<file path="config.mk">
export PLATFORM = sky130hd
export DESIGN_NAME = grover_diffusion
export DESIGN_NICKNAME = d
export VERILOG_FILES = /design/src/rtl/grover_pkg.sv /design/src/rtl/grover_sat_narrow.sv /design/src/rtl/grover_diffusion.sv
export SDC_FILE = /design/constraint.sdc
export NUM_CORES = 1
export LEC_CHECK = 0
export CAP_MARGIN = 30
export CORE_MARGIN = 8
export CORE_UTILIZATION = 51
export DETAILED_ROUTE_END_ITERATION = 10
export PLACE_DENSITY_LB_ADDON = 0.05
export SYNTH_ARGS = -nofsm -noshare
export SYNTH_HDL_FRONTEND = slang
export SYNTH_SLANG_ARGS = --single-unit
</file>
<file path="constraint.sdc">
create_clock -name clk -period 4.07 [get_ports clk]
set_clock_uncertainty 0.2 [all_clocks]
set_input_delay 0.407 -clock clk [delete_from_list [all_inputs] [get_ports clk]]
set_output_delay 0.407 -clock clk [all_outputs]
set_load 0.005 [all_outputs]
</file>
<file path="src/rtl/grover_pkg.sv">
// Shared types and constants for the Grover amplitude stages.
package grover_pkg;

    localparam int NUM_BIT    = 3;
    localparam int AMP_W      = 8;
    localparam int SUM_W      = AMP_W + NUM_BIT;
    localparam int NUM_SAMPLE = 2 ** NUM_BIT;

    typedef logic signed [AMP_W-1:0] amp_t;

    typedef enum logic [1:0] {
        IDLE  = 2'd0,
        ACCUM = 2'd1,
        EMIT  = 2'd2,
        DONE  = 2'd3
    } diff_state_t;

endpackage

</file>
<file path="src/rtl/grover_sat_narrow.sv">
// Narrows an AMP_W+2 bit signed value to an amplitude.
// Build option GROVER_DIFFUSION_SATURATE_EN: clamp to [-128, 127];
// otherwise keep the low AMP_W bits (two's-complement wrap).
module grover_sat_narrow
    import grover_pkg::*;
(
    input  logic signed [AMP_W+1:0] wide,
    output amp_t                    narrow
);

`ifdef GROVER_DIFFUSION_SATURATE_EN
    // Clamp when the top three bits disagree (value outside the amplitude range).
    always_comb begin
        narrow = wide[AMP_W-1:0];
        if (!wide[AMP_W+1] && (wide[AMP_W] || wide[AMP_W-1])) begin
            narrow = {1'b0, {(AMP_W-1){1'b1}}};
        end else if (wide[AMP_W+1] && !(wide[AMP_W] && wide[AMP_W-1])) begin
            narrow = {1'b1, {(AMP_W-1){1'b0}}};
        end
    end
`else
    // Plain truncation to the low AMP_W bits.
    always_comb begin
        narrow = wide[AMP_W-1:0];
    end
`endif

endmodule

</file>
<file path="src/rtl/grover_diffusion.sv">
// Grover diffusion stage: o_k = 2*mean - i_k over 8 signed amplitudes,
// one shared adder for the sum and one output path, each used for 8 cycles.
// Build option GROVER_DIFFUSION_SATURATE_EN selects saturating narrowing.
//
// state | meaning
// IDLE  | waiting for an input vector, in_ready high
// ACCUM | summing captured amplitudes, one per cycle
// EMIT  | writing one diffused output per cycle
// DONE  | out_valid high, holding outputs until out_ready
module grover_diffusion
    import grover_pkg::*;
(
    input  logic             clk,
    input  logic             rst_n,
    input  logic             in_valid,
    output logic             in_ready,
    input  logic [AMP_W-1:0] i0,
    input  logic [AMP_W-1:0] i1,
    input  logic [AMP_W-1:0] i2,
    input  logic [AMP_W-1:0] i3,
    input  logic [AMP_W-1:0] i4,
    input  logic [AMP_W-1:0] i5,
    input  logic [AMP_W-1:0] i6,
    input  logic [AMP_W-1:0] i7,
    output logic             out_valid,
    input  logic             out_ready,
    output logic [AMP_W-1:0] o0,
    output logic [AMP_W-1:0] o1,
    output logic [AMP_W-1:0] o2,
    output logic [AMP_W-1:0] o3,
    output logic [AMP_W-1:0] o4,
    output logic [AMP_W-1:0] o5,
    output logic [AMP_W-1:0] o6,
    output logic [AMP_W-1:0] o7,
    output logic             busy
);

    diff_state_t               state;
    diff_state_t               state_next;
    amp_t                      in_vec [NUM_SAMPLE];
    amp_t                      r      [NUM_SAMPLE];
    amp_t                      o_reg  [NUM_SAMPLE];
    logic signed [SUM_W-1:0]   sum;
    logic [NUM_BIT-1:0]        idx;
    amp_t                      mean;
    amp_t                      r_sel;
    logic signed [AMP_W+1:0]   diff;
    amp_t                      diff_narrow;
    logic                      last_idx;

    // Gather the scalar input ports into an indexable array.
    always_comb begin
        in_vec[0] = i0;
        in_vec[1] = i1;
        in_vec[2] = i2;
        in_vec[3] = i3;
        in_vec[4] = i4;
        in_vec[5] = i5;
        in_vec[6] = i6;
        in_vec[7] = i7;
    end

    // The upper AMP_W bits of the sum are the mean floored toward -inf.
    always_comb begin
        mean     = sum[SUM_W-1:NUM_BIT];
        r_sel    = r[idx];
        diff     = {mean[AMP_W-1], mean, 1'b0} - {{2{r_sel[AMP_W-1]}}, r_sel};
        last_idx = (idx == NUM_BIT'(NUM_SAMPLE - 1));
    end

    grover_sat_narrow u_narrow (
        .wide   (diff),
        .narrow (diff_narrow)
    );

    // State register.
    always_ff @(posedge clk) begin
        if (!rst_n) begin
            state <= IDLE;
        end else begin
            state <= state_next;
        end
    end

    // Next-state logic.
    always_comb begin
        state_next = state;
        case (state)
            IDLE:    if (in_valid)  state_next = ACCUM;
            ACCUM:   if (last_idx)  state_next = EMIT;
            EMIT:    if (last_idx)  state_next = DONE;
            DONE:    if (out_ready) state_next = IDLE;
            default: state_next = IDLE;
        endcase
    end

    // Handshake and status outputs decoded from the state.
    always_comb begin
        in_ready  = (state == IDLE);
        out_valid = (state == DONE);
        busy      = (state != IDLE);
    end

    // Datapath: capture, accumulate, then emit one output per cycle.
    // idx wraps 7->0 naturally, so no explicit clear is needed between phases.
    always_ff @(posedge clk) begin
        if (!rst_n) begin
            sum <= '0;
            idx <= '0;
            for (int k = 0; k < NUM_SAMPLE; k++) begin
                r[k]     <= '0;
                o_reg[k] <= '0;
            end
        end else begin
            case (state)
                IDLE: begin
                    if (in_valid) begin
                        for (int k = 0; k < NUM_SAMPLE; k++) begin
                            r[k] <= in_vec[k];
                        end
                        sum <= '0;
                        idx <= '0;
                    end
                end
                ACCUM: begin
                    sum <= sum + {{NUM_BIT{r_sel[AMP_W-1]}}, r_sel};
                    idx <= idx + 1'b1;
                end
                EMIT: begin
                    o_reg[idx] <= diff_narrow;
                    idx        <= idx + 1'b1;
                end
                default: ;
            endcase
        end
    end

    // Drive the scalar output ports.
    always_comb begin
        o0 = o_reg[0];
        o1 = o_reg[1];
        o2 = o_reg[2];
        o3 = o_reg[3];
        o4 = o_reg[4];
        o5 = o_reg[5];
        o6 = o_reg[6];
        o7 = o_reg[7];
    end

endmodule
</file>
==> flow_summary.json <==
{
  "antenna_found_initial": 0,
  "grt_pass1_vias": 4291,
  "synth.yosys.warnings": 0,
  "dp_hpwl_um": 10700,
  "p_leak_uw": 0.00332,
  "synthCells": 488,
  "placementRows": 41,
  "cts.clk_slew.worst_paths_ns": 0.06,
  "cap_violations": 0,
  "nets": 717,
  "avgSynthCellArea_sq_um": 13.4,
  "cts_buffers": 17,
  "use_met2_pct": 30.5,
  "finalCritPeriodShare_pct": 89.8,
  "worstPathRequired_ns": 4.17,
  "ir_drop_uv": 325,
  "yosys_register_bits": 146,
  "final.setup.tns_ns": 0,
  "overflow": 0,
  "final-hold-violation-count": 0,
  "synth.distinct_cells": 51,
  "cts.hold.buffers_added": 0,
  "clock-sinks": 146,
  "yosysSeqAreaShare_pct": 64.1,
  "crit_path_max_fanout": 15,
  "clk_latency_ns": 0.42,
  "critPathLaunchType": "flop",
  "grt_pass1_wl_um": 22100,
  "htree_levels": 4,
  "cts-root-buf": "clkbuf_16",
  "final_layout_size_suffix_gt1_share_pct": 10.3,
  "vias": 4134,
  "post_cts_resized": 0,
  "postRouteAntennaNets": 0,
  "clock_path_buffers": 2,
  "hp-class": "flop to flop",
  "syn_to_final_growth_pct": 32.0,
  "status": "completed",
  "grt_max_degree": 65,
  "num_io_pins": 135,
  "initial_core_util_pct": 52.2,
  "worst_pin_slew_ns": 0.872,
  "worstSetupPathType": "flop to flop",
  "drc": 0,
  "wl_per_cell_um": 17.7,
  "slew_violations": 0,
  "hold_ws_ns": 0.324,
  "diodes": 0,
  "portBuffers": 134,
  "fp.dieW_um": 129,
  "core-area_sq_um": 12600,
  "fill_cells": 881,
  "drt-initial-drc-count": 238,
  "fin_crit_ns": 3.66,
  "die_h_um": 129,
  "syn_area_sq_um": 6560,
  "grt_util_all_layers_pct": 17.6,
  "rsz0062_at_grt": "false",
  "routed_wl_um": 14400,
  "die_area_sq_um": 16700,
  "slew-limit-headroom_pct": 41.7,
  "synthesis.nets": 579,
  "cts_setup_buffers": 0,
  "cp.arrival_ns": 3.76,
  "busiest_layer": "met2",
  "use_met3_pct": 5.09,
  "place.gp.congestion": 0.822,
  "power_density_nw_per_um2": 611,
  "max_freq_ghz": 0.274,
  "grtUsageMet1_pct": 20.2,
  "cts_tree": "built",
  "first_pass_iters": 4,
  "setup_violations": 0,
  "cp-end-kind": "flop",
  "vias_per_cell": 5.10
}
==> cell usage after synthesis, drive strengths merged <==
master / number / area share (%)
a31oi: 1 / 0.19
fa: 2 / 0.61
a21boi: 3 / 0.34
o21bai: 1 / 0.11
nand4b: 3 / 0.40
o211ai: 1 / 0.11
nor2: 72 / 4.1
nand2b: 2 / 0.19
a21oi: 10 / 0.76
buf: 5 / 0.50
and3: 3 / 0.31
nand3: 5 / 0.38
nand2: 27 / 1.6
o221ai: 1 / 0.13
a32oi: 2 / 0.27
nor3: 10 / 0.76
inv: 18 / 1.0
a21o: 4 / 0.46
nor2b: 7 / 0.67
xnor2: 4 / 0.65
clkbuf: 17 / 0.99
o32ai: 1 / 0.42
mux4: 16 / 5.5
a2111oi: 1 / 0.13
a22oi: 6 / 0.69
nor3b: 1 / 0.19
edfxtp: 128 / 59
nand3b: 3 / 0.34
a311o: 1 / 0.15
dfxtp: 18 / 5.5
a211oi: 3 / 0.34
a31o: 1 / 0.13
xor2: 4 / 0.65
and2: 65 / 6.2
o21ai: 6 / 0.46
a221oi: 1 / 0.13
ha: 21 / 4.0
mux2i: 10 / 1.6
or2: 1 / 0.095
nand4: 3 / 0.29
==> worst max-delay path: stages, from the launching register on <==
cell and delay, ns:
dfxtp_1 0.36, buf_4 0.31, mux4_2 0.54, mux2i_1 0.20, inv_1 0.11, ha_1 0.22, fa_1 0.42, a21o_1 0.20
a21oi_1 0.21, o21bai_1 0.12, a221oi_1 0.33, mux2i_1 0.12, a31o_1 0.19
==> cell type report <==
cell class | instances | area [sq um] | share of cell area, %
clock inverter | 14 | 153 | 1.76
multi-input combinational | 302 | 2190 | 25.3
sequential | 146 | 4200 | 48.6
timing repair buffer | 141 | 1390 | 16.1
clock buffer | 18 | 429 | 4.96
tap | 172 | 215 | 2.49
inverter | 18 | 67.6 | 0.781
==> metrics by stage <==
| step | cell area (sq um) | setup WS [ns] | util, % | instances | power (uW) |
|---|---|---|---|---|---|
| after floorplan | 6560 | 0.667 | - | 488 | 3170 |
| after global placement | 8070 | 0.511 | 64.2 | 779 | 3750 |
| after detailed placement | 8070 | 0.454 | 64.2 | 779 | 3800 |
| after CTS | 8660 | 0.411 | 68.9 | 811 | 5320 |
| after global routing | 8660 | 0.105 | 68.9 | 811 | 5540 |
| final | 8660 | 0.415 | 68.9 | 811 | 5280 |
==> path summary, 6_finish.rpt <==
check,from,cells past startpoint,endpoint,slack (ns)
setup / recovery,flop,12,sum[8],0.41
hold / removal,sum[7],2,sum[7],0.32
setup reg to reg,flop,12,sum[8],0.41
hold reg to reg,sum[7],2,sum[7],0.32
==> cells by family (layout without fill, tap and decap cells) <==
family,after synthesis,count (layout),synth area share [%]
flops,146,146,64.1
compound gates,43,43,4.85
mux,26,26,7.08
buf+inv,40,191,2.52
simple gates,202,202,15.5
fa+ha+maj,23,23,4.62
xor+xnor,8,8,1.30
==> layer usage <==
metal  share of wire [%]  up-vias
li1                    -     2028
met1                  41     1945
met2                  51      145
met3                 6.6       16
met4                 1.5        0
met5                   0        -
==> layout by cell type (no fill, tap or decap), types with 3 or more instances in the layout <==
master	instances
clkdlybuf4s50_1	134
edfxtp_1	128
nor2_1	71
and2_1	65
nand2_1	25
ha_1	21
dfxtp_1	18
inv_1	17
clkbuf_16	17
mux4_2	16
a21oi_1	10
nor3_1	10
mux2i_1	9
nor2b_1	7
buf_4	7
a22oi_1	6
nand3_1	5
a21o_1	4
inv_6	4
xor2_1	3
o21ai_0	3
o21ai_1	3
a21boi_1	3
a211oi_1	3
nand4_1	3
nand4b_1	3
nand3b_1	3
xnor2_1	3
clkinv_2	3
clkinvlp_4	3
==> report_power, final <==
group          switching (uW)  leakage (uW)  total [uW]  internal [uW]
registers                 111       0.00149        2010           1900
clock network             615      0.000279        1530            911
logic                    1040       0.00155        1750            704
total                    1770       0.00332        5280           3520
Note: power is estimated with default switching activity, not from simulation.
